File: src/rtl/watch_pkg.sv
// Shared field widths, moduli and the per-field adjust bundle for the watch
// time-of-day datapath.
package watch_pkg;
    localparam int CSEC_W   = 7;
    localparam int SEC_W    = 6;
    localparam int MIN_W    = 6;
    localparam int HOUR_W   = 5;
    localparam int SEC_MAX  = 59;
    localparam int MIN_MAX  = 59;
    localparam int HOUR_MAX = 23;

    typedef struct packed {
        logic hour;
        logic min;
        logic sec;
    } adj_t;
endpackage

File: src/rtl/mod_counter.sv
// Modulo-(MAX+1) field counter with synchronous load; wrap flags the carry out
// of this increment so fields can be chained.
module mod_counter #(
    parameter int MAX = 59,
    parameter int W   = 6
) (
    input  logic         clk,
    input  logic         inc,
    input  logic         load,
    input  logic [W-1:0] load_val,
    output logic [W-1:0] val,
    output logic         wrap
);
    logic [W-1:0] val_q, val_d;

    assign wrap = inc && (val_q == W'(MAX));
    assign val  = val_q;

    always_comb begin
        val_d = val_q;
        if (load)
            val_d = load_val;
        else if (inc)
            val_d = wrap ? '0 : val_q + W'(1);
    end

    always_ff @(posedge clk) begin
        val_q <= val_d;
    end
endmodule

File: src/rtl/watch_time_counter.sv
// Time-of-day counter: tick-driven carry chain across csec/sec/min/hour with
// per-field adjust; adjusts that collide with a tick are deferred one non-tick cycle.
module watch_time_counter
    import watch_pkg::*;
#(
    parameter int TICK_HZ   = 100,
    parameter int INIT_HOUR = 12,
    parameter int INIT_MIN  = 0
) (
    input  logic              clk,
    input  logic              rst_n,
    input  logic              i_tick,
    input  logic              i_clear,
    input  logic              i_inc_sec,
    input  logic              i_inc_min,
    input  logic              i_inc_hour,
    output logic [CSEC_W-1:0] o_csec,
    output logic [SEC_W-1:0]  o_sec,
    output logic [MIN_W-1:0]  o_min,
    output logic [HOUR_W-1:0] o_hour,
    output logic              o_sec_pulse,
    output logic              o_day_pulse
);
    logic load, tick;
    adj_t req, apply, pend_q, pend_d;
    logic inc_csec, inc_sec, inc_min, inc_hour;
    logic wrap_csec, wrap_sec, wrap_min, wrap_hour;
    logic sec_pulse_q, sec_pulse_d, day_pulse_q, day_pulse_d;

    // Reset shares the clear load path; the flops below also reset explicitly.
    assign load = !rst_n || i_clear;
    assign tick = !load && i_tick;
    assign req  = '{hour: i_inc_hour, min: i_inc_min, sec: i_inc_sec};

    always_comb begin
        apply    = '0;
        pend_d   = '0;
        inc_csec = tick;
        inc_sec  = 1'b0;
        inc_min  = 1'b0;
        inc_hour = 1'b0;
        if (!load) begin
            if (i_tick) begin
                pend_d   = pend_q | req;
                inc_sec  = wrap_csec;
                inc_min  = wrap_sec;
                inc_hour = wrap_min;
            end else begin
                // A new pulse on an already-pending field merges into one increment.
                apply    = pend_q | req;
                inc_sec  = apply.sec;
                inc_min  = apply.min;
                inc_hour = apply.hour;
            end
        end
        sec_pulse_d = tick && wrap_csec;
        day_pulse_d = tick && wrap_hour;
    end

    always_ff @(posedge clk) begin
        if (!rst_n) begin
            pend_q      <= '0;
            sec_pulse_q <= 1'b0;
            day_pulse_q <= 1'b0;
        end else begin
            pend_q      <= pend_d;
            sec_pulse_q <= sec_pulse_d;
            day_pulse_q <= day_pulse_d;
        end
    end

    mod_counter #(.MAX(TICK_HZ-1), .W(CSEC_W)) u_csec (
        .clk(clk), .inc(inc_csec), .load(load), .load_val('0),
        .val(o_csec), .wrap(wrap_csec));
    mod_counter #(.MAX(SEC_MAX), .W(SEC_W)) u_sec (
        .clk(clk), .inc(inc_sec), .load(load), .load_val('0),
        .val(o_sec), .wrap(wrap_sec));
    mod_counter #(.MAX(MIN_MAX), .W(MIN_W)) u_min (
        .clk(clk), .inc(inc_min), .load(load), .load_val(MIN_W'(INIT_MIN)),
        .val(o_min), .wrap(wrap_min));
    mod_counter #(.MAX(HOUR_MAX), .W(HOUR_W)) u_hour (
        .clk(clk), .inc(inc_hour), .load(load), .load_val(HOUR_W'(INIT_HOUR)),
        .val(o_hour), .wrap(wrap_hour));

    assign o_sec_pulse = sec_pulse_q;
    assign o_day_pulse = day_pulse_q;
endmodule

File: config.mk
export PLATFORM = sky130hd
export DESIGN_NAME = watch_time_counter
export DESIGN_NICKNAME = d
export VERILOG_FILES = /design/src/rtl/watch_pkg.sv /design/src/rtl/mod_counter.sv /design/src/rtl/watch_time_counter.sv
export SDC_FILE = /design/constraint.sdc
export NUM_CORES = 1
export LEC_CHECK = 0
export BUFFER_PORTS_ARGS = -buffer_cell sky130_fd_sc_hd__buf_2
export CAP_MARGIN = 20
export CELL_PAD_IN_SITES_DETAIL_PLACEMENT = 0
export CELL_PAD_IN_SITES_GLOBAL_PLACEMENT = 2
export CORE_ASPECT_RATIO = 0.8
export CORE_MARGIN = 4
export CORE_UTILIZATION = 35
export DETAILED_ROUTE_END_ITERATION = 16
export PLACE_DENSITY_LB_ADDON = 0.15
export SLEW_MARGIN = 20
export SYNTH_ARGS = -nofsm -noshare
export SYNTH_HDL_FRONTEND = slang
export SYNTH_HIERARCHICAL = 1
export SYNTH_SLANG_ARGS = --single-unit
File: constraint.sdc
create_clock -name clk -period 5 [get_ports clk]
set_input_delay 0.75 -clock clk [delete_from_list [all_inputs] [get_ports clk]]
set_output_delay 0.75 -clock clk [all_outputs]
set_load 0.005 [all_outputs]
==> reports/metrics.csv <==
stage,metric,value,unit
die,die_w,85.8,microns
layout,finished_layout_cell_area,2090,sq um
pwr,design_power_total,0.621,mW
die,core_region,4620,sq um
die,top_level_ports,33,
timing,final.setup.tns,0,ns
critical_path,required,5.01,ns
synth,post_synth_top_area_cell,edfxtp_1,
placement,placement.setup.worst_slack,0.406,ns
synth,ys_seq_area_frac,0.485,
layout,layout-drive-gt1-share,0.299,
placement,dp_cells,266,
die,initial_utilization,0.366,
drt,detailroute.via_count,1262,
clock_tree,post-cts-setup-buffer-count,0,
placement,place.detailed.hpwl,2.45,mm
layout,final_cell_count_no_fill,274,
synth,post_synth_mux_area_share,0.0384,
global_routing,global_route.overflow_total,0,
synth,yosys.area_share.xor_xnor,0.0569,
die,die_h,70.2,microns
timing,final.setup_skew,0.00598,ns
critical_path,slack_of_the_worst_reg_to_reg_path,0.97,ns
clock_tree,cts_num_sinks,29,
critical_path,criticalPathCategory,in2reg,
synth,yosys_warnings,6,
synth,postSynthRegisterBits,29,
critical_path,critical_path_arrival,4.24,ns
hold_path,hold_depth,2,
drt,drc,0,
drt,vias_per_cell,4.61,
critical_path,cp_slowest_stage_delay,0.38,ns
clock_tree,clk_path_buf_depth,2,
hold_path,hold_path_end,pend_q[2],
timing,post-route-min-period,4.24,ns
pwr,power-per-cell-area,297,nW/um^2
die,placement_rows,22,
synth,ys.flop_type,edfxtp_1,
critical_path,crit_path_end_kind,flop,
pwr,ir_worst_vdd,0.208,mV
timing,timing.final.max_slew_violations,0,
critical_path,cp_max_fo,6,
clock_tree,clk_latency,0.27,ns
timing,grt_setup_unrepaired,false,
synth,synth_cells,155,
synth,synth.cell_area,1690,sq um
global_routing,global_route.usage.met1,0.174,
outcome,run_status,finished clean,
critical_path,critical_path.cell_chain,buf_2 > nand3b_1 > inv_1 > nand4b_1 > nor3_2 > nor2b_1 > nor3_1 > nand4_2 > nor3b_4 > nor2b_1 > nor3_1 > nand4_2 > nor3b_4 > nor2b_1 > nor3_1 > nand4_1 > nor2_2 > o31ai_2,
placement,dpl-instance-area,2000,sq um
clock_tree,clock_root_buffer,clkbuf_8,
synth,syn-mean-instance-area,10.9,sq um
global_routing,global_route.usage.total,0.123,
layout,num-nets-final,224,
critical_path,path_buf_inv,2,
timing,max_freq,236,MHz
hold_path,hold_class,reg2reg,
pwr,total_leakage_power,0.904,nW
placement,portBuffers,32,
hold_path,hold_path_startpoint,pend_q[2],
critical_path,r2r-start,u_csec/val[0],
critical_path,slowest_library_cell_on_the_worst_path,nor3b_4,
layout,syn_to_final_growth,23.6,%
global_routing,antenna_found_initial,0,
critical_path,critical_path.reg2reg.endpoint,u_hour/val[3],
global_routing,global_route_wire_length_before_repair,5.71,mm
global_routing,grt_max_degree,52,
timing,count_of_final_setup_violators,0,
clock_tree,worst_setup_hold_path_clk_slew,0.06,ns
clock_tree,cts.htree.levels,2,
clock_tree,cts_tree,done,
global_routing,met2_usage,0.172,
drt,totalWireLength,3.38,mm
synth,share_of_synthesized_cell_area_in_and_or_nand_and_nor_gates,0.232,
clock_tree,cts_hold_buffers,0,
global_routing,via_count_of_the_first_global_routing_pass,1148,
timing,final_min_period_over_clock_period,0.848,
drt,detail_route.first_pass.iterations,4,
synth,number_of_enable_type_register_cells_in_the_synthesized_netlist,24,
drt,antenna_violating_nets_post_route,0,
run,drv.max_cap_violation_count,0,
synth,synthAdderAreaFrac,0.0296,
layout,antenna_cells,0,
critical_path,worst_setup_path_start_kind,primary input,
drt,post_drt_wl_per_cell,12.3,microns
synth,distinct_cell_type_count_of_the_synthesized_netlist,41,
die,die_area,6020,sq um
clock_tree,post_cts_resized,0,
global_routing,grt_use_met3,0.0425,
timing,finalHoldViolCount,0,
timing,worst_slack,0.761,ns
clock_tree,cts_buf_count,5,
synth,yosysTopAreaCellShare,0.426,
drt,drt_iter0_markers,71,
synth,synth-async-reset-ratio,0,
synth,synth.top_cells.by_area,"edfxtp_1, dfxtp_1, o31ai_1",
critical_path,worst_r2r_path_depth,16,
critical_path,timing.critical_path.max_delay_family,simple AND/OR/NAND/NOR gates,
synth,synth-compound-area-share,0.133,
synth,main_combinational_cell_family_by_area_after_synthesis,simple AND/OR/NAND/NOR gates,
global_routing,most_crowded_layer_gr,met1,
placement,gpl.final_weighted_congestion,0.732,
state kept, by name, summed over array words and instances (netlist names):
register	flops
u_hour/val	5
pend_q	3
u_min/val	6
o_sec_pulse	1
o_day_pulse	1
u_csec/val	7
u_sec/val	6
layout make-up:
type                       count  area (sq um)
clock buffer                   8          90.1
timing repair buffer          33           168
sequential                    29           821
multi-input combinational    139           920
inverter                       5          18.8
fill                         464          2530
tap                           60          75.1
metrics by stage:
stage	util	hold WS, ns
final	0.452	0.462
after CTS	0.452	0.468
after floorplan	-	0.435
after global placement	0.433	0.450
after detailed placement	0.433	0.455
after global routing	0.452	0.502
how the worst max path moves through the flow:
stage / cells after the start / slack, ns / startpoint / to
after floorplan: 17 / 1.26 / i_clear / u_hour/val[3]
after global placement: 18 / 0.52 / i_clear / u_hour/val[3]
after detailed placement: 18 / 0.41 / i_clear / u_hour/val[0]
after CTS: 18 / 0.69 / i_clear / u_hour/val[3]
after global routing: 18 / 0.32 / i_tick / u_hour/val[0]
final: 18 / 0.76 / i_clear / u_hour/val[3]
placed cells by master, fill, tap and decap left out, types with 2 or more instances in the layout:
cell,instances
o31ai_1,11
xnor2_1,4
xor2_1,7
o21ai_1,3
inv_1,4
nor2b_1,3
edfxtp_1,24
nand4_2,2
o31ai_2,2
nor3b_4,2
nor3_1,6
o21ai_0,2
nand3_1,9
dfxtp_1,5
mux2_2,4
clkbuf_1,2
conb_1,24
nand3_2,2
buf_2,32
ha_1,4
nor2_1,7
a21oi_1,4
o41ai_2,2
nand2_1,20
clkbuf_8,6
and3_2,2
or2_2,4
mux2i_1,2
synthesized netlist by cell type (3+ instances only):
library cell / n
inv_1: 4
nor2b_1: 3
or2_2: 4
ha_1: 4
nand3_1: 9
nor3_1: 6
xnor2_1: 4
nor2_1: 7
dfxtp_1: 5
xor2_1: 7
a21oi_1: 4
o31ai_1: 11
nand2_1: 20
clkbuf_1: 3
edfxtp_1: 24
o21ai_1: 3
mux2_2: 4
power breakdown:
part / total [mW] / internal [mW] / leakage [nW] / switching (mW)
combinational: 0.104 / 0.0518 / 0.570 / 0.0525
clock: 0.197 / 0.112 / 0.0455 / 0.0846
sequential: 0.320 / 0.291 / 0.289 / 0.0295
total: 0.621 / 0.455 / 0.904 / 0.167
routing by layer:
layer | part of all wire | up-vias
met3 | 0.059 | 4
met1 | 0.48 | 562
met4 | 0.010 | 0
met5 | 0 | -
met2 | 0.45 | 28
li1 | - | 668
worst register-to-register path, stage by stage, from the launching register on:
cell	delay, ns
edfxtp_1	0.42
ha_1	0.28
nand4b_1	0.17
nor3_2	0.35
nor2b_1	0.08
nor3_1	0.27
nand4_2	0.17
nor3b_4	0.38
nor2b_1	0.08
nor3_1	0.27
nand4_2	0.17
nor3b_4	0.38
nor2b_1	0.09
nor3_1	0.26
nand4_1	0.15
nor2_2	0.16
o31ai_2	0.08
cells by family after synthesis:
family,count (synthesis)
other cells,2
mux,6
simple gates,66
xor+xnor,11
flops,29
buf+inv,9
compound gates,28
fa+ha+maj,4
(Power assumes the default switching activity.)
